===== config.mk =====
export PLATFORM = sky130hd
export DESIGN_NAME = pci_arbiter
export DESIGN_NICKNAME = d
export VERILOG_FILES = /design/src/rtl/pci_arbiter.sv
export SDC_FILE = /design/constraint.sdc
export NUM_CORES = 1
export LEC_CHECK = 0
export BUFFER_PORTS_ARGS = -buffer_cell sky130_fd_sc_hd__buf_2
export CAP_MARGIN = 5
export CORE_UTILIZATION = 45
export DETAILED_ROUTE_END_ITERATION = 6
export PLACE_DENSITY = 0.67
export SYNTH_ARGS = -nofsm -noshare
export SYNTH_HDL_FRONTEND = slang
export SYNTH_SLANG_ARGS = --single-unit

===== constraint.sdc =====
create_clock -name clk_i -period 5.75 [get_ports clk_i]
set_clock_uncertainty 0.2 [all_clocks]
set_input_delay 1.725 -clock clk_i [delete_from_list [all_inputs] [get_ports clk_i]]
set_output_delay 1.725 -clock clk_i [all_outputs]
set_load 0.02 [all_outputs]

===== src/rtl/pci_arbiter.sv =====
// Central PCI bus arbiter: round-robin GNT# for three masters, idle-bus turnaround gap, unused-grant timeout.
// Latency: 1 cycle from sampled REQ# to GNT# (2 cycles from a parked grant on another master); all outputs registered.
// Backpressure: none; masters hold REQ# until granted, and a grant left unused on an idle bus is revoked. Optional macro: PCI_ARB_PARK_EN.
module pci_arbiter #(
  parameter int GNT_TIMEOUT = 16
) (
  input  logic       clk_i,
  input  logic       rst_i,
  input  logic [2:0] req_n,
  input  logic       frame_n,
  input  logic       irdy_n,
  output logic [2:0] gnt_n,
  output logic [1:0] owner,
  output logic       gnt_valid,
  output logic       bus_idle,
  output logic       timeout_p
);

  localparam logic [1:0] S_IDLE = 2'd0;
  localparam logic [1:0] S_GNT  = 2'd1;
  localparam logic [1:0] S_BUSY = 2'd2;
  localparam logic [1:0] S_GAP  = 2'd3;

  localparam logic [4:0] TO_LAST = 5'(GNT_TIMEOUT - 1);

  logic [1:0] r_state, r_owner, r_last;
  logic [4:0] r_cnt;
  logic [2:0] r_gnt_n;
  logic       r_gnt_valid, r_bus_idle, r_timeout_p;

  logic [1:0] w_state_nx, w_owner_nx, w_last_nx;
  logic [4:0] w_cnt_nx;
  logic [2:0] w_gnt_nx;
  logic       w_to_nx;

  logic [2:0] w_req;
  logic       w_idle_c, w_start, w_any, w_oth_any;
  logic [1:0] w_c1, w_c2, w_o1, w_o2, w_win, w_oth;

  // Active-low GNT# vector for one master index.
  function automatic logic [2:0] gnt_of(input logic [1:0] idx);
    return 3'b111 ^ (3'b001 << idx);
  endfunction

  // Request bit lookup that never indexes past bit 2.
  function automatic logic bit_at(input logic [2:0] v, input logic [1:0] idx);
    case (idx)
      2'd0:    return v[0];
      2'd1:    return v[1];
      default: return v[2];
    endcase
  endfunction

  assign w_req    = ~req_n;
  assign w_idle_c = frame_n & irdy_n;
  // A start is FRAME# falling on a bus that was idle the cycle before.
  assign w_start  = ~frame_n & r_bus_idle;
  assign w_any    = |w_req;

  // Round-robin candidates: from last_owner for fresh grants, from the current owner for BUSY handoff.
  always_comb begin
    w_c1 = (r_last == 2'd2) ? 2'd0 : r_last + 2'd1;
    w_c2 = (w_c1 == 2'd2) ? 2'd0 : w_c1 + 2'd1;
    w_o1 = (r_owner == 2'd2) ? 2'd0 : r_owner + 2'd1;
    w_o2 = (w_o1 == 2'd2) ? 2'd0 : w_o1 + 2'd1;
    if (bit_at(w_req, w_c1))      w_win = w_c1;
    else if (bit_at(w_req, w_c2)) w_win = w_c2;
    else                          w_win = r_last;
    w_oth_any = bit_at(w_req, w_o1) | bit_at(w_req, w_o2);
    w_oth     = bit_at(w_req, w_o1) ? w_o1 : w_o2;
  end

  // Next-state, next-grant and timeout decision.
  always_comb begin
    w_state_nx = r_state;
    w_owner_nx = r_owner;
    w_last_nx  = r_last;
    w_cnt_nx   = r_cnt;
    w_gnt_nx   = r_gnt_n;
    w_to_nx    = 1'b0;
    case (r_state)
      S_IDLE: begin
`ifdef PCI_ARB_PARK_EN
        // Parked on the current owner; a different winner must pass through GAP.
        w_gnt_nx = gnt_of(r_owner);
        if (w_start) begin
          w_state_nx = S_BUSY;
          w_last_nx  = r_owner;
        end else if (bit_at(w_req, r_owner)) begin
          w_state_nx = S_GNT;
          w_last_nx  = r_owner;
          w_cnt_nx   = 5'd0;
        end else if (w_any) begin
          w_state_nx = S_GAP;
          w_gnt_nx   = 3'b111;
        end
`else
        w_gnt_nx = 3'b111;
        if (w_any) begin
          w_state_nx = S_GNT;
          w_owner_nx = w_win;
          w_last_nx  = w_win;
          w_cnt_nx   = 5'd0;
          w_gnt_nx   = gnt_of(w_win);
        end
`endif
      end
      S_GNT: begin
        // Start beats timeout, timeout beats request withdrawal.
        if (w_start) begin
          w_state_nx = S_BUSY;
        end else if (w_idle_c && (r_cnt == TO_LAST)) begin
          w_state_nx = S_GAP;
          w_gnt_nx   = 3'b111;
          w_to_nx    = 1'b1;
        end else if (w_idle_c && !bit_at(w_req, r_owner)) begin
          if (w_any) begin
            w_state_nx = S_GAP;
            w_gnt_nx   = 3'b111;
          end else begin
            w_state_nx = S_IDLE;
`ifdef PCI_ARB_PARK_EN
            w_gnt_nx   = gnt_of(r_owner);
`else
            w_gnt_nx   = 3'b111;
`endif
          end
        end else if (w_idle_c) begin
          w_cnt_nx = r_cnt + 5'd1;
        end
      end
      S_BUSY: begin
        // The bus is driven by the current transaction, so the next grant needs no gap.
        if (w_oth_any) begin
          w_state_nx = S_GNT;
          w_owner_nx = w_oth;
          w_last_nx  = w_oth;
          w_cnt_nx   = 5'd0;
          w_gnt_nx   = gnt_of(w_oth);
        end else if (w_idle_c) begin
          if (bit_at(w_req, r_owner)) begin
            w_state_nx = S_GNT;
            w_cnt_nx   = 5'd0;
          end else begin
            w_state_nx = S_IDLE;
`ifdef PCI_ARB_PARK_EN
            w_gnt_nx   = gnt_of(r_owner);
`else
            w_gnt_nx   = 3'b111;
`endif
          end
        end
      end
      default: begin
        // GAP: exactly one cycle with every GNT# high.
        if (w_any) begin
          w_state_nx = S_GNT;
          w_owner_nx = w_win;
          w_last_nx  = w_win;
          w_cnt_nx   = 5'd0;
          w_gnt_nx   = gnt_of(w_win);
        end else begin
          w_state_nx = S_IDLE;
`ifdef PCI_ARB_PARK_EN
          w_gnt_nx   = gnt_of(r_owner);
`else
          w_gnt_nx   = 3'b111;
`endif
        end
      end
    endcase
  end

  // State and output registers; reset leaves last_owner at 2 so master 0 wins first.
  always_ff @(posedge clk_i) begin
    if (rst_i) begin
      r_state     <= S_IDLE;
      r_owner     <= 2'd0;
      r_last      <= 2'd2;
      r_cnt       <= 5'd0;
      r_gnt_n     <= 3'b111;
      r_gnt_valid <= 1'b0;
      r_bus_idle  <= 1'b1;
      r_timeout_p <= 1'b0;
    end else begin
      r_state     <= w_state_nx;
      r_owner     <= w_owner_nx;
      r_last      <= w_last_nx;
      r_cnt       <= w_cnt_nx;
      r_gnt_n     <= w_gnt_nx;
      r_gnt_valid <= (w_gnt_nx != 3'b111);
      r_bus_idle  <= w_idle_c;
      r_timeout_p <= w_to_nx;
    end
  end

  assign gnt_n     = r_gnt_n;
  assign owner     = r_owner;
  assign gnt_valid = r_gnt_valid;
  assign bus_idle  = r_bus_idle;
  assign timeout_p = r_timeout_p;

endmodule

==> results of run 1 <==
[power breakdown]
| part | switching [mW] | total (mW) | internal [mW] |
|---|---|---|---|
| logic | 0.163 | 0.278 | 0.115 |
| clock network | 0.0391 | 0.0778 | 0.0387 |
| registers | 0.0344 | 0.171 | 0.137 |
[cell usage in the layout, fill, tap and decap left out, types with 2 or more instances in the layout]
cell type,n
sky130_fd_sc_hd__mux2_2,2
sky130_fd_sc_hd__nand3b_1,2
sky130_fd_sc_hd__nor2_1,11
sky130_fd_sc_hd__clkbuf_4,3
sky130_fd_sc_hd__nand2_1,14
sky130_fd_sc_hd__a22o_1,2
sky130_fd_sc_hd__nor3_1,2
sky130_fd_sc_hd__or2_2,3
sky130_fd_sc_hd__a21o_1,2
sky130_fd_sc_hd__a31oi_1,2
sky130_fd_sc_hd__nand4_1,2
sky130_fd_sc_hd__a21oi_1,7
sky130_fd_sc_hd__and2_1,2
sky130_fd_sc_hd__nand2b_1,2
sky130_fd_sc_hd__dfxtp_1,16
sky130_fd_sc_hd__mux2i_1,3
sky130_fd_sc_hd__ha_1,6
sky130_fd_sc_hd__and3_1,3
sky130_fd_sc_hd__o21ai_0,11
sky130_fd_sc_hd__o31a_1,2
sky130_fd_sc_hd__a2bb2oi_1,2
sky130_fd_sc_hd__inv_1,6
sky130_fd_sc_hd__o21a_1,3
sky130_fd_sc_hd__buf_2,14
sky130_fd_sc_hd__nor2b_1,3
sky130_fd_sc_hd__nand3_1,6
sky130_fd_sc_hd__a211o_1,2
[cells in the mapped netlist, types with 3 or more instances]
master and number:
sky130_fd_sc_hd__a21oi_1 7, sky130_fd_sc_hd__and3_1 3, sky130_fd_sc_hd__buf_2 3, sky130_fd_sc_hd__buf_4 5
sky130_fd_sc_hd__dfxtp_1 16, sky130_fd_sc_hd__ha_1 6, sky130_fd_sc_hd__inv_1 6, sky130_fd_sc_hd__mux2i_1 3
sky130_fd_sc_hd__nand2_1 14, sky130_fd_sc_hd__nand3_1 6, sky130_fd_sc_hd__nor2_1 11, sky130_fd_sc_hd__nor2b_1 3
sky130_fd_sc_hd__o21a_1 3, sky130_fd_sc_hd__o21ai_0 11, sky130_fd_sc_hd__or2_2 3
[worst paths after layout]
| kind | end | slack [ps] |
|---|---|---|
| max reg2reg | r_state[1] | 3390 |
| max | r_cnt[3] | 2560 |
| min reg2reg | r_cnt[4] | 290 |
| min | r_cnt[4] | 290 |
[registers in the layout, indices dropped and copies added, names as in the netlist]
signal / flops
bus_idle: 1
gnt_n: 3
gnt_valid: 1
owner: 2
r_cnt: 5
r_last: 1
r_state: 2
timeout_p: 1
[per-stage QoR]
stage / power, mW / utilization [%] / instance area [um^2] / std cells / hold slack (ps)
after CTS: 0.531 / 51.8 / 1330 / 188 / 297
after detailed placement: 0.451 / 50.4 / 1290 / 184 / 267
after global placement: 0.445 / 50.4 / 1290 / 184 / 268
final: 0.527 / 51.8 / 1330 / 188 / 292
after global routing: 0.571 / 51.8 / 1330 / 188 / 331
after floorplan: 0.401 / - / 1260 / 151 / 249
[worst max-delay path: stages]
cell	delay [ps]
sky130_fd_sc_hd__buf_2	210
sky130_fd_sc_hd__and3_1	440
sky130_fd_sc_hd__a41o_1	170
sky130_fd_sc_hd__a21oi_2	90
sky130_fd_sc_hd__and3_1	220
sky130_fd_sc_hd__a2111oi_2	330
[routing by layer]
metal	vias to the layer above	global-route usage (%)	part of all wire, %	wire, um
met5	-	0	0	0
met2	24	32.5	47	1270
met4	0	8.75	0.81	22
li1	569	-	-	-
met3	2	6.01	4.2	115
met1	517	26.4	48	1320
[area by class of cell]
type	count	area [um^2]
fill	261	1240
multi-input combinational	118	843
sequential	16	320
timing repair buffer	14	70.1
tap	30	37.5
clock buffer	4	36.3
inverter	6	22.5
[kinds of logic (layout without fill, tap and decap cells)]
kind of cell	count (synthesis)	count (layout)	synth area share, %
simple gates	55	55	22.3
compound gates	51	51	32.5
buf+inv	17	24	8.01
flops	16	16	25.3
fa+ha+maj	6	6	5.93
mux	6	6	5.93
==> impl_summary.txt, run 1 <==
----------------------------------------------------
[Logic synthesis]
  Cell type with the largest total area after synthesis ... sky130_fd_sc_hd__dfxtp_1
  Syn_area_per_cell ... 8.38 um^2
  Ys Warns ... 0
  EDFF count, synth ... 0
  Post-Synthesis Cells ... 151
  Post-Synthesis Net Count ... 164
  Post-synthesis async set-or-reset flop share ... 0%
  Count of different cell masters after synthesis ... 53
  Cell types with the largest area share after synthesis ... sky130_fd_sc_hd__dfxtp_1 (25%), sky130_fd_sc_hd__ha_1 (5.9%), sky130_fd_sc_hd__o21ai_0 (4.4%)
  Cell area after synthesis ... 0.00126 mm^2
  Predominant post-synthesis flop cell ... sky130_fd_sc_hd__dfxtp_1
  Count of state elements after synthesis ... 16
  Share of the yosys chip area belonging to registers ... 25.3%
  Share of Yosys cell area claimed by the top area cell type ... 25.3%

[Clocking]
  H-tree depth ... 1
  Hold buffer count at cts ... 0
  Number of buffers inserted during clock tree synthesis ... 3
  Clock latency on the worst-skew pair ... 300 ps
  CTS tree ... done
  Clock buffer depth ... 2
  Clock sink total ... 16
  Clock slew at the register clock pins of the worst setup and hold paths ... 90 ps
  Cts repair resizes ... 0
  CTS root buf ... sky130_fd_sc_hd__clkbuf_4
  Post-CTS setup repair buffer count ... 0

[Global routing]
  First-pass GRT wire length ... 4.37 mm
  Number of global-route vias before repair ... 964
  Residual overflow from global routing ... 0
  Overall routing resource usage ... 20.8%
  Number of antenna violations at the first check in global routing ... 0
  Largest net degree at the start of global routing ... 14

[Setup path]
  CP startpoint ... req_n[0]
  Crit path max fanout ... 11
  Critical R2R Launch ... r_cnt[1]
  Type of the worst setup path ... input pin to register
  Critical Path Sink Type ... register
  Endpoint required time on the critical path ... 5740 ps
  Startpoint kind of the worst setup timing path ... input pin
  Length in cells of the worst reg-to-reg path ... 8
  Critical path arrival ... 3180 ps

[Detailed routing]
  DR iter-0 viols ... 33
  Vias per cell ... 5.91
  Number of vias in the routed layout ... 1,112
  Wirelength per Cell ... 14.5 um
  Post-DRT Antenna Nets ... 0
  Pre-antenna DRT Iters ... 4
  Number of DRC violations after detailed routing ... 0
  Total detailed-routing wirelength ... 2.73 mm

[STA]
  Final Max Tran Viols ... 0
  Max-slew headroom ... 69.7%
  Achievable Freq ... 0.313 GHz
  Unrepaired setup endpoints after global routing ... false
  Number of setup violations in the final report ... 0
  Final hold violations ... 0
  Fin crit share ... 55.5%
  Sum of negative setup slack ... 0 ps
  Clock period minus final worst setup slack ... 3190 ps
  Fin worst setup slack ... 2560 ps
  Least-Margin Pin Slew ... 453 ps

[Final layout]
  Synth-to-Final Area Change ... 5.14%
  Ratio of cells with drive above 1 in the final layout ... 20.3%
  Layout net count ... 172
  Number of antenna cells inserted ... 0

[Placed design]
  Worst setup timing slack at the placement stage ... 2260 ps
  Routability Congestion ... 0.839
  Half-perimeter wire length after detailed placement ... 2.05 mm
  IO buf count ... 14

[Run]
  Max-Cap Viols ... 0

[Floorplanning]
  Top-level port count ... 15
  Area enclosed by the die boundary ... 0.00303 mm^2
  Effective utilization at floorplan ... 49.3%
  Standard-cell rows ... 18
  Horiz. Die Dim ... 55.0 um
  Placeable core region ... 0.00257 mm^2
  Floorplan die height ... 55.0 um

[Hold path]
  Launch point of the worst hold path ... r_cnt[4]
  Path class of the lowest-slack min-delay path ... register to register
  Hold Path Cell Cnt ... 1

[Power and ir drop]
  Leakage Power ... 0.533 nW
  Peak VDD IR ... 0.251 mV
  Power per Cell Area ... 396 mW/mm^2

[Run status]
  Run status ... completed

----------------------------------------------------
Note: power is estimated with default switching activity, not from simulation.
==> run 2, diff against run 1 <==
PLACE_DENSITY = 0.7   (was 0.67)
clock period = 2.9 ns   (was 5.75 ns; I/O delays follow)
==> run 2 against run 1 <==
Compared with the run above: via count rose by 3.0%; register-to-register slack worse by 2800 ps; core utilization shrank 0.54 points; worst hold slack gained 3.3 ps; combinational power increased by 98%; cell area is 1.0% lower; worst setup slack worse by 2000 ps; flip-flop and latch count unchanged; clock power is 54% higher; routed wire length grew 0.26%; largest cell class unchanged.
==> impl_summary.txt, run 2 (synthesized netlist as in run 1, its figures left out) <==
----------------------------------------------------
[Global routing]
  First-pass GRT wire length ... 4.49 mm (+2.8%)
  Residual overflow from global routing ... 0 (unchanged)
  Number of antenna violations at the first check in global routing ... 0 (unchanged)
  Number of global-route vias before repair ... 1,040 (+7.9%)
  Overall routing resource usage ... 20.6% (-0.13 points)
  Largest net degree at the start of global routing ... 14 (unchanged)

[Power and ir drop]
  Leakage Power ... 0.526 nW (-1.3%)
  Part of the total power dissipated in combinational logic ... 54.5% (+1.8 points)
  Switching share of power ... 45.7% (+0.85 points)
  Power per Cell Area ... 767 mW/mm^2 (+94%)
  Peak VDD IR ... 0.392 mV (+56%)
  Relative contribution of sequential cells to total power ... 33.6% (+1.1 points)
  Tot Pwr ... 1.01 mW (+92%)
  Clock power share ... 11.8% (-3.0 points)
  Cell internal power dissipation ... 0.548 mW (+89%)
  Switching pwr ... 0.462 mW (+95%)

[Final layout]
  Max reg flops ... 5 (unchanged)
  Layout net count ... 172 (unchanged)
  Largest register by flop count ... r_cnt
  Most frequent standard cell in the layout excluding fill and tap cells ... sky130_fd_sc_hd__dfxtp_1
  Synth-to-Final Area Change ... 4.06%
  Final cell count without fillers ... 187 (-0.53%)
  Final core utilization ... 51.3% (-0.54 points)
  Ratio of cells with drive above 1 in the final layout ... 19.7% (-0.51 points)
  Total non-filler cell area in the finished layout ... 0.00132 mm^2 (-1.0%)
  Most frequent cells in the layout ... sky130_fd_sc_hd__dfxtp_1 (16), sky130_fd_sc_hd__nand2_1 (14), sky130_fd_sc_hd__buf_2 (14)
  Number of antenna cells inserted ... 0 (unchanged)

[Clocking]
  H-tree depth ... 1 (unchanged)
  Number of buffers inserted during clock tree synthesis ... 3 (unchanged)
  Clock buffer depth ... 2 (unchanged)
  Clock sink total ... 16 (unchanged)
  Hold buffer count at cts ... 0 (unchanged)
  Cts repair resizes ... 0 (unchanged)
  Post-CTS setup repair buffer count ... 0 (unchanged)
  CTS tree ... done
  Clock latency on the worst-skew pair ... 290 ps (about the same)
  CTS root buf ... sky130_fd_sc_hd__clkbuf_4
  Clock slew at the register clock pins of the worst setup and hold paths ... 100 ps (about the same)

[STA]
  Post-route worst hold slack ... 295 ps (+3.28 ps)
  Unrepaired setup endpoints after global routing ... false
  Sum of negative setup slack ... 0 ps (unchanged)
  Final Max Tran Viols ... 0 (unchanged)
  Max-slew headroom ... 69.4% (-0.33 points)
  Least-Margin Pin Slew ... 456 ps (+2.10 ps)
  Clock period minus final worst setup slack ... 2370 ps
  Fin crit share ... 81.6%
  Achievable Freq ... 0.423 GHz
  Number of setup violations in the final report ... 0 (unchanged)
  Fin worst setup slack ... 533 ps (-2030 ps)
  Final hold violations ... 0 (unchanged)

[Setup path]
  Endpoint of the worst register-to-register path ... r_cnt[3]
  Endpoint required time on the critical path ... 2890 ps (-2850 ps)
  Length in cells of the worst reg-to-reg path ... 8 (unchanged)
  Critical Path Sink Type ... register
  Critical path arrival ... 2350 ps (-830 ps)
  Startpoint kind of the worst setup timing path ... input pin
  Setup slack, reg-to-reg ... 550 ps (-2840 ps)
  Crit path max fanout ... 12 (+1)
  Critical R2R Launch ... r_cnt[0]
  Type of the worst setup path ... input pin to register

[Run status]
  Run status ... completed

[Placed design]
  Worst setup timing slack at the placement stage ... 284 ps (-1980 ps)
  Cell total after placement ... 184 (unchanged)
  Area after DPL ... 0.00129 mm^2 (unchanged)
  Half-perimeter wire length after detailed placement ... 2.07 mm (+0.68%)
  IO buf count ... 14 (unchanged)
  Routability Congestion ... 0.828 (-1.3%)

[Floorplanning]
  Floorplan die height ... 55.0 um (unchanged)
  Effective utilization at floorplan ... 49.3% (unchanged)
  Standard-cell rows ... 18 (unchanged)
  Horiz. Die Dim ... 55.0 um (unchanged)
  Placeable core region ... 0.00257 mm^2 (unchanged)
  Top-level port count ... 15 (unchanged)
  Area enclosed by the die boundary ... 0.00303 mm^2 (unchanged)

[Detailed routing]
  Wirelength per Cell ... 14.6 um (+0.79%)
  Pre-antenna DRT Iters ... 4 (unchanged)
  Total detailed-routing wirelength ... 2.73 mm (+0.26%)
  Vias per cell ... 6.12 (+3.5%)
  Number of vias in the routed layout ... 1,145 (+3.0%)
  Post-DRT Antenna Nets ... 0 (unchanged)
  DR iter-0 viols ... 22 (-33%)
  Number of DRC violations after detailed routing ... 0 (unchanged)

[Hold path]
  Worst hold endpoint ... r_cnt[4]
  Hold Path Cell Cnt ... 1 (unchanged)
  Launch point of the worst hold path ... r_cnt[4]
  Path class of the lowest-slack min-delay path ... register to register

[Run]
  Max-Cap Viols ... 0 (unchanged)

----------------------------------------------------
[run 2: changes by cell type in the layout (fill, tap and decap cells not counted)]
cell                       delta
sky130_fd_sc_hd__clkbuf_8     -1
[run 2: critical path, stage by stage]
cell and delay, ps:
sky130_fd_sc_hd__buf_2 220, sky130_fd_sc_hd__and3_1 450, sky130_fd_sc_hd__a41o_1 170, sky130_fd_sc_hd__a21oi_2 100, sky130_fd_sc_hd__and3_1 230, sky130_fd_sc_hd__a2111oi_2 310
[run 2: area by class of cell]
cell class / instances / area, um^2
Fill cell: 268 / 1250
Multi-Input combinational cell: 118 / 843
Sequential cell: 16 / 320
Timing Repair Buffer: 14 / 70.1
Tap cell: 30 / 37.5
Clock buffer: 3 / 22.5
Inverter: 6 / 22.5
[run 2: worst max-delay path by stage]
stage | start | to | slack, ps | depth (start not counted)
finish | req_n[1] | r_cnt[3] | 530 | 6
global route | r_cnt[1] | r_state[1] | 410 | 8
CTS | r_cnt[1] | r_state[1] | 570 | 8
detailed placement | req_n[1] | r_cnt[3] | 280 | 6
global placement | req_n[1] | r_cnt[3] | 330 | 6
floorplan | req_n[2] | r_cnt[0] | 530 | 7
[run 2: power by group through the flow]
| stage | combinational, mW | sequential [mW] | clock, mW |
|---|---|---|---|
| 2_1_floorplan | 0.446 | 0.349 | 0 |
| 3_3_place_gp | 0.540 | 0.339 | 0 |
| 3_5_place_dp | 0.548 | 0.346 | 0 |
| 4_1_cts | 0.550 | 0.340 | 0.123 |
| 5_1_grt | 0.612 | 0.352 | 0.131 |
| 6_report | 0.551 | 0.340 | 0.120 |
[run 2: routing by layer]
| metal | up-vias | global-route usage (%) | wire [um] |
|---|---|---|---|
| met1 | 536 | 26.0 | 1310 |
| met3 | 6 | 4.10 | 132 |
| met4 | 0 | 10.0 | 40 |
| li1 | 571 | - | - |
| met5 | - | 0 | 0 |
| met2 | 32 | 33.3 | 1250 |
==> run 3, diff against run 2 <==
ABC_AREA = 1   (was not set)
PLACE_DENSITY = 0.67   (was 0.7)
clock period = 2.4 ns   (was 2.9 ns; I/O delays follow)
==> run 3 against run 2 <==
Compared with the run above: cell area up 4.9%; largest power group unchanged; power up 63%; area after synthesis about the same; worst hold slack worse by 2.3 ps; largest cell class unchanged; count of clock-buffer cells in the layout up 1; critical endpoint is now owner[0]; core utilization up 2.5 points; routed wire length about the same.
==> impl_summary.txt, run 3 <==
----------------------------------------------------
[Placed design]
  Worst setup timing slack at the placement stage ... 150 ps (-133 ps)
  Area after DPL ... 0.00135 mm^2 (+4.0%)
  Half-perimeter wire length after detailed placement ... 2.16 mm (+4.5%)
  Routability Congestion ... 0.852 (+2.9%)
  IO buf count ... 14 (unchanged)
  Cell total after placement ... 225 (+22%)

[Power and ir drop]
  Tot Pwr ... 1.64 mW (+63%)
  Cell internal power dissipation ... 0.788 mW (+44%)
  Part of the total power dissipated in combinational logic ... 62.8% (+8.3 points)
  Peak VDD IR ... 0.647 mV (+65%)
  Switching share of power ... 52.0% (+6.3 points)
  Relative contribution of sequential cells to total power ... 25.9% (-7.7 points)
  Leakage Power ... 0.681 nW (+29%)
  Switching pwr ... 0.856 mW (+85%)
  Power per Cell Area ... 1190 mW/mm^2 (+55%)
  Clock power share ... 11.2% (-0.6 points)

[STA]
  Sum of negative setup slack ... 0 ps (unchanged)
  Post-route worst hold slack ... 293 ps (-2.31 ps)
  Clock period minus final worst setup slack ... 2060 ps
  Fin crit share ... 85.9%
  Number of setup violations in the final report ... 0 (unchanged)
  Achievable Freq ... 0.485 GHz
  Least-Margin Pin Slew ... 430 ps (-25.3 ps)
  Max-slew headroom ... 71.3% (+1.9 points)
  Unrepaired setup endpoints after global routing ... false
  Final Max Tran Viols ... 0 (unchanged)
  Fin worst setup slack ... 339 ps (-195 ps)
  Final hold violations ... 0 (unchanged)

[Logic synthesis]
  Syn_area_per_cell ... 6.81 um^2 (-19%)
  Predominant post-synthesis flop cell ... sky130_fd_sc_hd__dfxtp_1
  Multiplexer share of the synthesized area ... 0% (-5.9 points)
  Share of the yosys chip area belonging to registers ... 25.3% (about the same)
  Xor and xnor area share after synthesis ... 0.692% (+0.69 points)
  Cell area after synthesis ... 0.00127 mm^2 (about the same)
  Most common cell in the netlist ... sky130_fd_sc_hd__nand2_1
  Compound-cell area share of the yosys netlist ... 17.3% (-15 points)
  Cell types with the highest counts after synthesis ... sky130_fd_sc_hd__nand2_1 (41), sky130_fd_sc_hd__inv_1 (30), sky130_fd_sc_hd__nand3_1 (20)
  Post-Synthesis Cells ... 186 (+23%)
  Simple-gate share of the synthesized area ... 39.0% (+17 points)
  Count of state elements after synthesis ... 16 (unchanged)
  Share of Yosys cell area claimed by the top area cell type ... 25.3% (about the same)
  Cell types with the largest area share after synthesis ... sky130_fd_sc_hd__dfxtp_1 (25%), sky130_fd_sc_hd__nand2_1 (12%), sky130_fd_sc_hd__inv_1 (8.9%)
  Adder-cell share of the synthesized area ... 5.93% (about the same)
  Post-Synthesis Net Count ... 199 (+21%)
  Ys Warns ... 0 (unchanged)
  Combinational family with the most area after synthesis ... simple AND/OR/NAND/NOR gates
  Cell type with the largest total area after synthesis ... sky130_fd_sc_hd__dfxtp_1
  Post-synthesis async set-or-reset flop share ... 0% (unchanged)
  EDFF count, synth ... 0 (unchanged)
  Count of different cell masters after synthesis ... 33 (-38%)

[Detailed routing]
  Wirelength per Cell ... 11.9 um (-18%)
  DR iter-0 viols ... 48 (+120%)
  Number of vias in the routed layout ... 1,226 (+7.1%)
  Pre-antenna DRT Iters ... 4 (unchanged)
  Post-DRT Antenna Nets ... 0 (unchanged)
  Vias per cell ... 5.35 (-13%)
  Total detailed-routing wirelength ... 2.73 mm (about the same)
  Number of DRC violations after detailed routing ... 0 (unchanged)

[Setup path]
  Startpoint kind of the worst setup timing path ... register
  Setup slack, reg-to-reg ... 380 ps (-170 ps)
  CP top delay family ... flip-flops
  Max stage delay cell, worst path ... sky130_fd_sc_hd__dfxtp_1
  Critical R2R Launch ... r_state[1]
  Length in cells of the worst reg-to-reg path ... 8 (unchanged)
  Critical Path Sink Type ... primary output
  Endpoint of the worst register-to-register path ... r_state[1]
  Maximum single-stage delay on the critical path ... 600 ps (+150 ps)
  Crit path max fanout ... 13 (+1)
  Endpoint required time on the critical path ... 1480 ps (-1410 ps)
  Type of the worst setup path ... register to primary output
  Critical path arrival ... 1140 ps (-1210 ps)
  Number of buffer and inverter instances along the worst setup path ... 1 (unchanged)
  Cells traversed along the worst timing path ... buf_2

[Final layout]
  Layout net count ... 213 (+24%)
  Total non-filler cell area in the finished layout ... 0.00138 mm^2 (+4.9%)
  Number of antenna cells inserted ... 0 (unchanged)
  Max reg flops ... 5 (unchanged)
  Synth-to-Final Area Change ... 9.09%
  Most frequent standard cell in the layout excluding fill and tap cells ... sky130_fd_sc_hd__nand2_1
  Final cell count without fillers ... 229 (+22%)
  Largest register by flop count ... r_cnt
  Most frequent cells in the layout ... sky130_fd_sc_hd__nand2_1 (41), sky130_fd_sc_hd__inv_1 (30), sky130_fd_sc_hd__nand3_1 (20)
  Filler instances ... 261 (-2.6%)
  Final core utilization ... 53.8% (+2.5 points)
  Ratio of cells with drive above 1 in the final layout ... 21.6% (+1.9 points)

[Clocking]
  Number of buffers inserted during clock tree synthesis ... 3 (unchanged)
  CTS tree ... done
  Clock latency on the worst-skew pair ... 290 ps (about the same)
  Clock buffer depth ... 2 (unchanged)
  CTS root buf ... sky130_fd_sc_hd__clkbuf_4
  Clock slew at the register clock pins of the worst setup and hold paths ... 100 ps (about the same)
  H-tree depth ... 1 (unchanged)
  Cts repair resizes ... 0 (unchanged)
  Hold buffer count at cts ... 0 (unchanged)
  Post-CTS setup repair buffer count ... 0 (unchanged)
  Clock sink total ... 16 (unchanged)

[Floorplanning]
  Floorplan die height ... 55.0 um (about the same)
  Placeable core region ... 0.00257 mm^2 (unchanged)
  Standard-cell rows ... 18 (unchanged)
  Top-level port count ... 15 (unchanged)
  Effective utilization at floorplan ... 49.3% (about the same)
  Horiz. Die Dim ... 55.0 um (about the same)
  Area enclosed by the die boundary ... 0.00303 mm^2 (about the same)

[Run status]
  Run status ... completed

[Global routing]
  Number of antenna violations at the first check in global routing ... 0 (unchanged)
  Residual overflow from global routing ... 0 (unchanged)
  First-pass GRT wire length ... 4.55 mm (+1.2%)
  Overall routing resource usage ... 21.2% (+0.55 points)
  Largest net degree at the start of global routing ... 14 (unchanged)
  Number of global-route vias before repair ... 1,130 (+8.7%)

[Hold path]
  Path class of the lowest-slack min-delay path ... register to register
  Launch point of the worst hold path ... r_cnt[4]
  Hold Path Cell Cnt ... 2 (+1)
  Worst hold endpoint ... r_cnt[4]

[Run]
  Max-Cap Viols ... 0 (unchanged)

----------------------------------------------------
## run 3: cell types whose count changed after synthesis, moves of 3 or more
cell and delta:
sky130_fd_sc_hd__nand2_4 +5, sky130_fd_sc_hd__buf_4 -3, sky130_fd_sc_hd__a21oi_2 +4, sky130_fd_sc_hd__nor2_1 +4, sky130_fd_sc_hd__nand3_1 +14, sky130_fd_sc_hd__or2_2 -3
sky130_fd_sc_hd__mux2i_1 -3, sky130_fd_sc_hd__inv_1 +24, sky130_fd_sc_hd__o21ai_0 -3, sky130_fd_sc_hd__and3_1 -3, sky130_fd_sc_hd__nand2_1 +27, sky130_fd_sc_hd__nand2_2 +3
sky130_fd_sc_hd__o21a_1 -3, sky130_fd_sc_hd__nor2b_1 -3
## run 3: layout make-up
| type | instances | area (um^2) | share of cell area [%] |
|---|---|---|---|
| clock buffers | 4 | 36.3 | 2.63 |
| inverters | 32 | 120 | 8.70 |
| multi-input cells | 133 | 797 | 57.7 |
| flip-flops and latches | 16 | 320 | 23.2 |
| well taps | 30 | 37.5 | 2.72 |
| repair buffers | 14 | 70.1 | 5.07 |
## run 3: routing by layer
metal  vias to the layer above  part of all wire (%)  global-route usage (%)
li1                        627                     -                       -
met1                       557                    47                    24.3
met2                        36                    47                    36.7
met3                         6                   4.6                    3.83
met4                         0                   1.5                    11.7
met5                         -                     0                       0
## run 3: power by group through the flow
| stage | Clock, mW | Sequential (mW) | Combinational [mW] |
|---|---|---|---|
| after floorplan | 0 | 0.444 | 0.829 |
| after global placement | 0 | 0.426 | 1.00 |
| after detailed placement | 0 | 0.432 | 1.02 |
| after CTS | 0.193 | 0.425 | 1.03 |
| after global routing | 0.202 | 0.438 | 1.17 |
| final | 0.185 | 0.427 | 1.03 |
## run 3: worst max-delay path by stage
stage	start	endpoint	slack [ps]	cells past startpoint
6_report	owner[0]	owner[0]	340	1
5_1_grt	r_cnt[0]	gnt_valid	240	11
2_1_floorplan	frame_n	r_state[1]	470	8
4_1_cts	owner[0]	owner[0]	330	1
3_5_place_dp	frame_n	r_state[1]	150	9
3_3_place_gp	frame_n	r_state[1]	140	9
## run 3: cells by family (layout without fill, tap and decap cells)
family | after synthesis | in the layout
and+or+nand+nor | 95 | 95
buffers and inverters | 37 | 50
adders and majority gates | 6 | 6
DFF | 16 | 16
xor gates and xnor gates | 1 | 1
AOI/OAI and AO/OA | 31 | 31
